$ cat src/rtl/screen_mux_sync_if.sv
// screen_mux_sync_if: source buses, selection request and registered output of the screen multiplexer.
interface screen_mux_sync_if #(
   parameter int N_SRC = 4,
   parameter int SEL_W = 2,
   parameter int CNT_W = 11,
   parameter int RGB_W = 12
);
   logic [SEL_W-1:0]       sel_req;
   logic [N_SRC*CNT_W-1:0] src_hcount;
   logic [N_SRC*CNT_W-1:0] src_vcount;
   logic [N_SRC-1:0]       src_hsync;
   logic [N_SRC-1:0]       src_vsync;
   logic [N_SRC-1:0]       src_hblnk;
   logic [N_SRC-1:0]       src_vblnk;
   logic [N_SRC*RGB_W-1:0] src_rgb;
   logic [CNT_W-1:0]       out_hcount;
   logic [CNT_W-1:0]       out_vcount;
   logic                   out_hsync;
   logic                   out_vsync;
   logic                   out_hblnk;
   logic                   out_vblnk;
   logic [RGB_W-1:0]       out_rgb;
   logic [SEL_W-1:0]       active_sel;
   logic                   switching;
   modport master (
      output sel_req, src_hcount, src_vcount, src_hsync, src_vsync, src_hblnk, src_vblnk, src_rgb,
      input  out_hcount, out_vcount, out_hsync, out_vsync, out_hblnk, out_vblnk, out_rgb, active_sel, switching
   );
   modport slave (
      input  sel_req, src_hcount, src_vcount, src_hsync, src_vsync, src_hblnk, src_vblnk, src_rgb,
      output out_hcount, out_vcount, out_hsync, out_vsync, out_hblnk, out_vblnk, out_rgb, active_sel, switching
   );
endinterface

$ cat src/rtl/screen_mux_sync.sv
// screen_mux_sync: N-source VGA screen multiplexer; selection changes only at a frame boundary.
// Define SCREEN_MUX_BLANK_EN to show BLANK_FRAMES black frames between the old and new screen.
module screen_mux_sync #(
   parameter int N_SRC        = 4,
   parameter int SEL_W        = 2,
   parameter int CNT_W        = 11,
   parameter int RGB_W        = 12,
   parameter int BLANK_FRAMES = 2
) (
   input logic              clk,
   input logic              rst,
   screen_mux_sync_if.slave bus
);
   typedef enum logic [1:0] {
      SHOW,
      PEND
`ifdef SCREEN_MUX_BLANK_EN
      , BLANK
`endif
   } state_t;
   state_t           state, state_nx;
   logic [SEL_W-1:0] act, act_nx, pend, pend_nx, mux_idx;
   logic             sw, sw_nx, vb_q, fb, valid, blank;
`ifdef SCREEN_MUX_BLANK_EN
   logic [3:0]       frame_cnt, frame_nx;
`endif
   if (N_SRC < 2 || BLANK_FRAMES < 1 || BLANK_FRAMES > 15) begin : g_bad_param
      $error("screen_mux_sync: illegal parameters");
   end
   assign valid          = int'(bus.sel_req) < N_SRC;
   assign fb             = bus.src_vblnk[0] & ~vb_q;
   assign bus.active_sel = act;
   assign bus.switching  = sw;
`ifdef SCREEN_MUX_BLANK_EN
   assign blank   = state == BLANK;
   assign mux_idx = blank ? pend : act;
`else
   assign blank   = 1'b0;
   assign mux_idx = act;
`endif
   // A new request always wins over a coincident frame boundary; the commit waits for a later one.
   always_comb begin
      state_nx = state;
      act_nx   = act;
      pend_nx  = pend;
      sw_nx    = sw;
`ifdef SCREEN_MUX_BLANK_EN
      frame_nx = frame_cnt;
`endif
      case (state)
         SHOW:
            if (valid && bus.sel_req != act) begin
               pend_nx  = bus.sel_req;
               sw_nx    = 1'b1;
               state_nx = PEND;
            end
         PEND:
            if (valid && bus.sel_req == act) begin
               sw_nx    = 1'b0;
               state_nx = SHOW;
            end else if (valid && bus.sel_req != pend) begin
               pend_nx = bus.sel_req;
            end else if (fb) begin
`ifdef SCREEN_MUX_BLANK_EN
               frame_nx = 4'(BLANK_FRAMES - 1);
               state_nx = BLANK;
`else
               act_nx   = pend;
               sw_nx    = 1'b0;
               state_nx = SHOW;
`endif
            end
`ifdef SCREEN_MUX_BLANK_EN
         BLANK:
            if (valid && bus.sel_req != pend) begin
               pend_nx = bus.sel_req;
            end else if (fb) begin
               if (frame_cnt == 4'd0) begin
                  act_nx   = pend;
                  sw_nx    = 1'b0;
                  state_nx = SHOW;
               end else begin
                  frame_nx = frame_cnt - 4'd1;
               end
            end
`endif
         default: state_nx = SHOW;
      endcase
   end
   always_ff @(posedge clk or negedge rst)
      if (!rst) begin
         state          <= SHOW;
         act            <= '0;
         pend           <= '0;
         sw             <= 1'b0;
         vb_q           <= 1'b0;
`ifdef SCREEN_MUX_BLANK_EN
         frame_cnt      <= '0;
`endif
         bus.out_hcount <= '0;
         bus.out_vcount <= '0;
         bus.out_hsync  <= 1'b0;
         bus.out_vsync  <= 1'b0;
         bus.out_hblnk  <= 1'b0;
         bus.out_vblnk  <= 1'b0;
         bus.out_rgb    <= '0;
      end else begin
         state          <= state_nx;
         act            <= act_nx;
         pend           <= pend_nx;
         sw             <= sw_nx;
         vb_q           <= bus.src_vblnk[0];
`ifdef SCREEN_MUX_BLANK_EN
         frame_cnt      <= frame_nx;
`endif
         bus.out_hcount <= bus.src_hcount[mux_idx*CNT_W +: CNT_W];
         bus.out_vcount <= bus.src_vcount[mux_idx*CNT_W +: CNT_W];
         bus.out_hsync  <= bus.src_hsync[mux_idx];
         bus.out_vsync  <= bus.src_vsync[mux_idx];
         bus.out_hblnk  <= bus.src_hblnk[mux_idx];
         bus.out_vblnk  <= bus.src_vblnk[mux_idx];
         bus.out_rgb    <= blank ? '0 : bus.src_rgb[mux_idx*RGB_W +: RGB_W];
      end
endmodule
$ cat src/flat_wrapper.sv
// flat-port wrapper written by rule: the top's interface ports become plain ports
module screen_mux_sync_flat 
#(
   parameter int N_SRC        = 4,
   parameter int SEL_W        = 2,
   parameter int CNT_W        = 11,
   parameter int RGB_W        = 12,
   parameter int BLANK_FRAMES = 2
)
  (clk, rst, bus_sel_req, bus_src_hcount, bus_src_vcount, bus_src_hsync, bus_src_vsync, bus_src_hblnk, bus_src_vblnk, bus_src_rgb, bus_out_hcount, bus_out_vcount, bus_out_hsync, bus_out_vsync, bus_out_hblnk, bus_out_vblnk, bus_out_rgb, bus_active_sel, bus_switching);
  screen_mux_sync_if #(.N_SRC(N_SRC), .SEL_W(SEL_W), .CNT_W(CNT_W), .RGB_W(RGB_W)) bus_i ();
  input logic clk;
  input logic rst;
  input wire logic [$bits(bus_i.sel_req)-1:0] bus_sel_req;
  input wire logic [$bits(bus_i.src_hcount)-1:0] bus_src_hcount;
  input wire logic [$bits(bus_i.src_vcount)-1:0] bus_src_vcount;
  input wire logic [$bits(bus_i.src_hsync)-1:0] bus_src_hsync;
  input wire logic [$bits(bus_i.src_vsync)-1:0] bus_src_vsync;
  input wire logic [$bits(bus_i.src_hblnk)-1:0] bus_src_hblnk;
  input wire logic [$bits(bus_i.src_vblnk)-1:0] bus_src_vblnk;
  input wire logic [$bits(bus_i.src_rgb)-1:0] bus_src_rgb;
  output wire logic [$bits(bus_i.out_hcount)-1:0] bus_out_hcount;
  output wire logic [$bits(bus_i.out_vcount)-1:0] bus_out_vcount;
  output wire logic [$bits(bus_i.out_hsync)-1:0] bus_out_hsync;
  output wire logic [$bits(bus_i.out_vsync)-1:0] bus_out_vsync;
  output wire logic [$bits(bus_i.out_hblnk)-1:0] bus_out_hblnk;
  output wire logic [$bits(bus_i.out_vblnk)-1:0] bus_out_vblnk;
  output wire logic [$bits(bus_i.out_rgb)-1:0] bus_out_rgb;
  output wire logic [$bits(bus_i.active_sel)-1:0] bus_active_sel;
  output wire logic [$bits(bus_i.switching)-1:0] bus_switching;
  assign bus_i.sel_req = bus_sel_req;
  assign bus_i.src_hcount = bus_src_hcount;
  assign bus_i.src_vcount = bus_src_vcount;
  assign bus_i.src_hsync = bus_src_hsync;
  assign bus_i.src_vsync = bus_src_vsync;
  assign bus_i.src_hblnk = bus_src_hblnk;
  assign bus_i.src_vblnk = bus_src_vblnk;
  assign bus_i.src_rgb = bus_src_rgb;
  assign bus_out_hcount = bus_i.out_hcount;
  assign bus_out_vcount = bus_i.out_vcount;
  assign bus_out_hsync = bus_i.out_hsync;
  assign bus_out_vsync = bus_i.out_vsync;
  assign bus_out_hblnk = bus_i.out_hblnk;
  assign bus_out_vblnk = bus_i.out_vblnk;
  assign bus_out_rgb = bus_i.out_rgb;
  assign bus_active_sel = bus_i.active_sel;
  assign bus_switching = bus_i.switching;
  screen_mux_sync #(.N_SRC(N_SRC), .SEL_W(SEL_W), .CNT_W(CNT_W), .RGB_W(RGB_W), .BLANK_FRAMES(BLANK_FRAMES)) u_core (.clk(clk), .rst(rst), .bus(bus_i));
endmodule
$ cat config.mk
export PLATFORM = sky130hd
export DESIGN_NAME = screen_mux_sync_flat
export DESIGN_NICKNAME = d
export VERILOG_FILES = /design/src/rtl/screen_mux_sync_if.sv /design/src/rtl/screen_mux_sync.sv /design/src/flat_wrapper.sv
export SDC_FILE = /design/constraint.sdc
export NUM_CORES = 1
export LEC_CHECK = 0
export BUFFER_PORTS_ARGS = -buffer_cell sky130_fd_sc_hd__buf_2
export CAP_MARGIN = 5
export CORE_UTILIZATION = 36
export DETAILED_ROUTE_END_ITERATION = 12
export PLACE_DENSITY_LB_ADDON = 0.25
export SLEW_MARGIN = 20
export SYNTH_ARGS = -nofsm -noshare
export SYNTH_HDL_FRONTEND = slang
export SYNTH_SLANG_ARGS = --single-unit
$ cat constraint.sdc
create_clock -name clk -period 3.25 [get_ports clk]
set_input_delay 0.65 -clock clk [delete_from_list [all_inputs] [get_ports clk]]
set_output_delay 0.65 -clock clk [all_outputs]
set_load 0.1 [all_outputs]
== Word-level counts from Yosys, hierarchy flattened ==
Index checks and enable logic that the tools add are counted.

* Bits in registers: 46
* Bits of input ports: 156
* Output and inout port bits: 41
* Logic and storage cells: 59

* Reduce and logical (&&, ||, !) cells: 6
* Order comparisons: 1
* Shift operators: 3
* Multipliers: 2
* Eq/ne operators: 9
* Muxes and demuxes: 22
* Bitwise logic cells: 4

{| class="wikitable"
|+ Operators by type and width
! cell !! count
|-
| $shiftx A44 B7 Y11 || 2
|-
| $shiftx A48 B7 Y12 || 1
|-
| $mux W2 || 7
|-
| $reduce_and A4 Y1 || 3
|-
| $bmux W1 S2 || 4
|-
| $mux W1 || 8
|-
| $pmux W2 S2 || 2
|-
| $mul A2 B4 Y6 const B || 1
|-
| $mul A2 B2 Y4 const B || 1
|-
| $ne A2 B1 Y1 const B || 2
|-
| $ne A2 B2 Y1 || 2
|-
| $lt A2 B3 Y1 const B || 1
|-
| $ne A3 B1 Y1 const B || 1
|-
| $ne A3 B2 Y1 const B || 1
|-
| $not A1 Y1 || 3
|-
| $reduce_and A3 Y1 || 1
|-
| $eq A2 B1 Y1 const B || 1
|-
| $eq A2 B2 Y1 || 1
|-
| $logic_not A2 Y1 || 1
|-
| $ne A2 B2 Y1 const B || 1
|-
| $pmux W1 S2 || 1
|-
| $reduce_bool A2 Y1 || 1
|-
| $and A1 B1 Y1 || 1
|}

== Depth between registers and ports, before layout ==
Gate-level depths: netlist (run 1).

* Word-level depth: 6
* Depth in mapped cells: 5
* Depth with buffers taken out: 4

== Worst setup path after synthesis (run 1) ==
Ideal clock, no wire load.

* Kind: reg2reg
* From: register u_core.act[0] (netlist: u_core.bus.active_sel[0])
* To: register u_core.bus.out_rgb[0]
* Slack: 1.150 ns
* Library setup time: 0.139 ns
* Clock period less this slack: 2.100 ns
* Stages on the path, launching flop included: 4
* Buffers on the path: 2
* Data required time: 3.111 ns
* Arrival time: 1.961 ns
* Cells stage by stage: dfrtp_1 > buf_2 > buf_2 > mux4_2

* Cells in the longest elaborated chain, start to end: 2

{| class="wikitable"
|+ Ends and longest elaborated chain
! element !! RTL line !! text
|-
| start: declaration || screen_mux_sync.sv:22 || <nowiki>logic [SEL_W-1:0] act, act_nx, pend, pend_nx, mux_idx;</nowiki>
|-
| start signal: assignment || screen_mux_sync.sv:109 || <nowiki>act <= act_nx;</nowiki>
|-
| $mul A2 B2 Y4 || screen_mux_sync.sv:122 || <nowiki>bus.out_rgb <= blank ? '0 : bus.src_rgb[mux_idx*RGB_W +: RGB_W];</nowiki>
|-
| $shiftx A48 B7 Y12 || screen_mux_sync.sv:122 ||
|-
| end signal: assignment || screen_mux_sync.sv:122 ||
|-
| end: declaration || screen_mux_sync_if.sv:31 || <nowiki>output out_hcount, out_vcount, out_hsync, out_vsync, out_hblnk, out_vblnk, out_rgb, active_sel, switching</nowiki>
|}

Every way passes these cells.
A chain may end at the register's enable or synchronous reset.

== Final worst setup path (run 1) ==
* From: register u_core.act[0] (netlist: u_core.bus.active_sel[0])
* To: output port bus_active_sel[0]

{| class="wikitable"
|+ RTL lines
! element !! RTL line !! text
|-
| end: declaration || flat_wrapper.sv:29 || <nowiki>output wire logic [$bits(bus_i.active_sel)-1:0] bus_active_sel;</nowiki>
|}

No word-level cell between the ends.

==> results.yml, run 1 <==
status:
  status: "completed"
route:
  wl_um: 5990
  vias_per_cell: 4.81
  drtAntennaViolNets: 0
  drt_first_iter_violations: 52
  drc_errors: 0
  dr.pass1.iters: 4
  dr_total_vias: 1812
  routedWlPerCell_um: 15.9
global_routing:
  grtUsageMet3_pct: 6.67
  grtUsageTotal_pct: 19.8
  met1_usage_pct: 21.6
  use_met2_pct: 35.3
  grt_max_degree: 45
  grt_pass1_wl_um: 9200
  grt_pass1_vias: 1934
  grt_antenna_before_repair: 0
  gr-max-usage-layer: "met2"
  grt_remaining_overflow: 0
synth:
  syn_area_um2: 2150
  synth_fa_ha_area_share_pct: 0
  synth_compound_area_share_pct: 0.466
  yosys.area_share.xor_xnor_pct: 1.63
  synth_top_family_by_area: "multiplexers"
  synth_fp_nets: 263
  synth_seq_cells: 44
  synth_simple_gate_area_share_pct: 2.62
  yosys_warnings: 0
  yosys-mux-area-fraction_pct: 41.6
  syn_inst: 107
  synth.avg_cell_area_um2: 20.1
  yosysSeqAreaShare_pct: 51.3
  ys_types: 17
worst_setup_path:
  path_buf_inv: 1
  crit_slowest_cell: "dfrtp_2"
  cp-end-kind: "output port"
  start_kind: "flip-flop"
  ff2ff_setup_slack_ns: 1.39
  worstPathCellList: "buf_2"
  cpPeakStageDelay_ns: 0.57
  cp_top_family: "flip-flops"
  cp.required_ns: 2.60
  r2r_cells: 2
  critical_path_arrival_ns: 1.37
  r2r_start: "u_core.bus.active_sel[0]$_DFFE_PN0P_"
  worstPathMaxFanout: 12
  crit_start: "u_core.bus.active_sel[0]$_DFFE_PN0P_"
  crit_type: "flip-flop to output port"
  r2r_end: "u_core.bus.out_rgb[10]$_DFF_PN0_"
timing:
  slew_headroom_pct: 61.9
  final.setup_skew_ns: 0.00770
  clock.fmax_mhz: 494
  fin_crit_sh_pct: 62.3
  setup_viol: 0
  fin_crit_ns: 2.02
  setup-tns-final_ns: 0
  tightest_slew_ns: 0.572
  hold_viol_final: 0
  rsz0062_at_grt: "no"
  drv_slew: 0
  hold-worst-slack_ns: 0.300
clocking:
  cts-root-buf: "clkbuf_8"
  clkSlewWorstSetupHoldPaths_ns: 0.08
  cts_buffers: 5
  postCtsHoldBufs: 0
  cts_tree: "done"
  cts.path.max_buffers: 2
  clock-sinks: 44
  post_cts_buffers: 0
  cts-resized-gates: 0
  htreeDepth: 2
  clock_latency_ns: 0.29
cells_and_area:
  layout_commonest_cell: "buf_2"
  final-instance-count-excl-fill: 377
  diodes: 0
  final_cell_mix: "196 x buf_2, 42 x dfrtp_1, 38 x mux4_2"
  drive_gt1_share_pct: 82.0
  syn_to_final_growth_pct: 54.3
  layout.nets: 460
pwr:
  p_leak_uw: 0.00168
  p_per_area_nw_per_um2: 952
  max-vdd-ir-drop_mv: 0.615
floorplan:
  initial_utilization_pct: 38.0
  row_count: 27
  die_h_um: 79.2
  design.core.area_um2: 5640
  ioPinCount: 197
  die_x_um: 79.2
  dieArea_um2: 6270
placement:
  dp_cells: 368
  portBuffers: 196
  routabilityCongestion: 0.772
  dp_hpwl_um: 4800
hold_path:
  hold_path_class: "input pin to async pin"
job:
  maxCapViolCount: 0
[kinds of logic (layout without fill, tap and decap cells)]
logic type,Yosys count,after routing
DFF,44,44
muxes,41,41
xor gates and xnor gates,4,4
AOI/OAI and AO/OA,2,2
buffers and inverters,9,207
and+or+nand+nor,7,7
[stage by stage]
| step | utilization (%) | total power (µW) | area (µm²) | setup WS [ns] |
|---|---|---|---|---|
| floorplan | - | 2410 | 2150 | 1.15 |
| global placement | 56.4 | 2740 | 3180 | 1.39 |
| detailed placement | 56.4 | 2760 | 3180 | 1.34 |
| CTS | 58.4 | 3180 | 3290 | 1.19 |
| global route | 58.7 | 3280 | 3310 | 1.14 |
| finish | 58.7 | 3150 | 3310 | 1.23 |
[power breakdown]
part / switching [µW] / internal [µW]
sequential: 54.2 / 718
combinational: 1540 / 425
clock: 184 / 228
total: 1780 / 1370
[layer usage]
layer | vias to the layer above | wire length, µm
met5 | - | 0
met4 | 0 | 162
met3 | 17 | 546
met2 | 113 | 3250
met1 | 854 | 2030
li1 | 828 | -
[registers in the layout (all words and copies together), names as in the netlist]
register               cells
u_core.bus.active_sel      2
u_core.bus.out_hblnk       1
u_core.bus.out_hcount     11
u_core.bus.out_hsync       1
u_core.bus.out_rgb        12
u_core.bus.out_vblnk       1
u_core.bus.out_vcount     11
u_core.bus.out_vsync       1
u_core.bus.switching       1
u_core.pend                2
u_core.vb_q                1
[area by class of cell]
cell class	count	area, µm²
fillers	474	2330
flip-flops and latches	44	1100
repair buffers	199	1020
multi-input cells	54	995
well taps	72	90.1
clock buffers	6	72.6
clock inverters	2	35.0
[how the worst max path moves through the flow]
| stage | endpoint | cells after the start |
|---|---|---|
| after floorplan | u_core.bus.out_rgb[0]$_DFF_PN0_ | 3 |
| after global placement | u_core.bus.out_rgb[11]$_DFF_PN0_ | 2 |
| after detailed placement | u_core.bus.out_rgb[5]$_DFF_PN0_ | 2 |
| after CTS | bus_active_sel[0] | 1 |
| after global routing | bus_active_sel[0] | 1 |
| final | bus_active_sel[0] | 1 |
[synth_stat cells (all sizes together)]
library cell  number  area, µm²
nand2              1       3.75
mux2               3       37.5
xor2               3       26.3
nand3b             1       20.0
nor3               1       10.0
buf                9       50.1
xnor2              1       8.76
a21oi              1       5.00
nor2               1       6.26
nand2b             1       6.26
dfrtp             44       1100
mux4              38        856
nand3              2       10.0
o21ai              1       5.00
No activity file was read; power rests on OpenSTA's default activity.
==> run 2, diff against run 1 <==
- CORE_UTILIZATION: 36 -> 34
- clock period: 3.25 -> 1.66 ns (I/O delays scaled with it)
==> results.yml, run 2 (same netlist as run 1, synthesis figures left out) <==
global_routing:
  grt_pass1_vias: 1957
  grt_max_degree: 22
  grt_remaining_overflow: 0
  grt_antenna_before_repair: 0
  grtUsageTotal_pct: 18.4
  grt_pass1_wl_um: 8830
placement:
  dp_hpwl_um: 5050
  routabilityCongestion: 0.818
  portBuffers: 196
  placed_area_um2: 3270
route:
  dr_total_vias: 1877
  wl_um: 6040
  dr.pass1.iters: 4
  drc_errors: 0
  drt_first_iter_violations: 44
  vias_per_cell: 4.88
  routedWlPerCell_um: 15.7
  drtAntennaViolNets: 0
worst_setup_path:
  critical_path_arrival_ns: 1.22
  worstPathMaxFanout: 12
  cpPeakStageDelay_ns: 0.45
  path_buf_inv: 2
  r2r_cells: 4
  crit_type: "flip-flop to output port"
  cp-end-kind: "output port"
  worstPathCellList: "buf_4 -> buf_12"
  crit_start: "u_core.bus.active_sel[0]$_DFFE_PN0P_"
  r2r_start: "u_core.bus.active_sel[0]$_DFFE_PN0P_"
  cp_top_family: "buffers and inverters"
  crit_slowest_cell: "dfrtp_4"
  start_kind: "flip-flop"
  cp.required_ns: 1.33
  cp.depth: 2
timing:
  clock.fmax_mhz: 645
  setup-tns-final_ns: 0
  fin_crit_ns: 1.55
  final.setup_skew_ns: 0.00445
  fin_crit_sh_pct: 93.4
  setup_viol: 0
  rsz0062_at_grt: "no"
  slew_headroom_pct: 66.7
  drv_slew: 0
  tightest_slew_ns: 0.503
  hold_viol_final: 19
  hold-worst-slack_ns: -0.0120
clocking:
  post_cts_buffers: 0
  clock-sinks: 44
  cts_tree: "done"
  clkSlewWorstSetupHoldPaths_ns: 0.08
  cts-root-buf: "clkbuf_8"
  cts-resized-gates: 0
  cts_buffers: 5
  clock_latency_ns: 0.29
  postCtsHoldBufs: 0
  htreeDepth: 2
  cts.path.max_buffers: 2
cells_and_area:
  largest_reg_flops: 12
  fin_util_pct: 56.3
  layout_commonest_cell: "buf_2"
  diodes: 0
  layout.nets: 465
  final_cell_mix: "194 x buf_2, 41 x dfrtp_1, 38 x mux4_2"
  largest_register: "u_core.bus.out_rgb"
  syn_to_final_growth_pct: 57.3
  reg_top3: "u_core.bus.out_rgb: 12 flops, u_core.bus.out_hcount: 11 flops, u_core.bus.out_vcount: 11 flops"
  final_area_um2: 3370
  drive_gt1_share_pct: 82.6
pwr:
  total_power_uw: 6250
  max-vdd-ir-drop_mv: 1.15
  p_leak_uw: 0.00171
  p_per_area_nw_per_um2: 1850
floorplan:
  initial_utilization_pct: 35.8
  design.core.area_um2: 5990
  ioPinCount: 197
  die_x_um: 81.4
  die_h_um: 81.4
  row_count: 28
  dieArea_um2: 6630
hold_path:
  hold_path_class: "input pin to async pin"
status:
  violations: "negative hold slack"
  status: "finished, violations left"
job:
  maxCapViolCount: 0
[run 2: per-layer routing]
layer / track usage [%] / vias up / wire length (µm)
met5: 0 / - / 0
met3: 6.67 / 18 / 692
li1: - / 840 / -
met1: 17.8 / 904 / 1840
met2: 34.9 / 115 / 3330
met4: 7.14 / 0 / 176
[run 2: metrics by stage]
| stage | worst slack (ns) | instances |
|---|---|---|
| finish | 0.110 | 385 |
| detailed placement | 0.239 | 377 |
| floorplan | 0.0107 | 107 |
| global placement | 0.254 | 377 |
| CTS | 0.0861 | 385 |
| global route | 0.0309 | 385 |
[run 2: where the power goes]
part,internal (µW),switching [µW]
Combinational,890,3040
Clock,447,357
Sequential,1410,104
[run 2: final timing paths]
path,to,slack [ns]
worst min-delay path,u_core.bus.out_hcount[7]$_DFF_PN0_,-0.01
worst max register to register,u_core.bus.active_sel[1]$_DFFE_PN0P_,0.23
min in group clk,u_core.vb_q$_DFF_PN0_,0.18
worst max-delay path,bus_active_sel[0],0.11
worst min register to register,u_core.pend[1]$_DFFE_PN0P_,0.56
max in group asynchronous,u_core.bus.out_rgb[8]$_DFF_PN0_,1.05
[run 2: cell type report]
cell class | count | area, µm²
clock buffers | 6 | 72.6
flip-flops and latches | 44 | 1110
fillers | 529 | 2620
clock inverters | 2 | 35.0
well taps | 75 | 93.8
multi-input cells | 54 | 995
repair buffers | 204 | 1070
[run 2: worst register-to-register path, delay by kind of cell, from the launching register on]
family	cells	cell delay, ns
muxes	1	0.29
DFF	1	0.51
xor gates and xnor gates	1	0.17
and+or+nand+nor	2	0.35
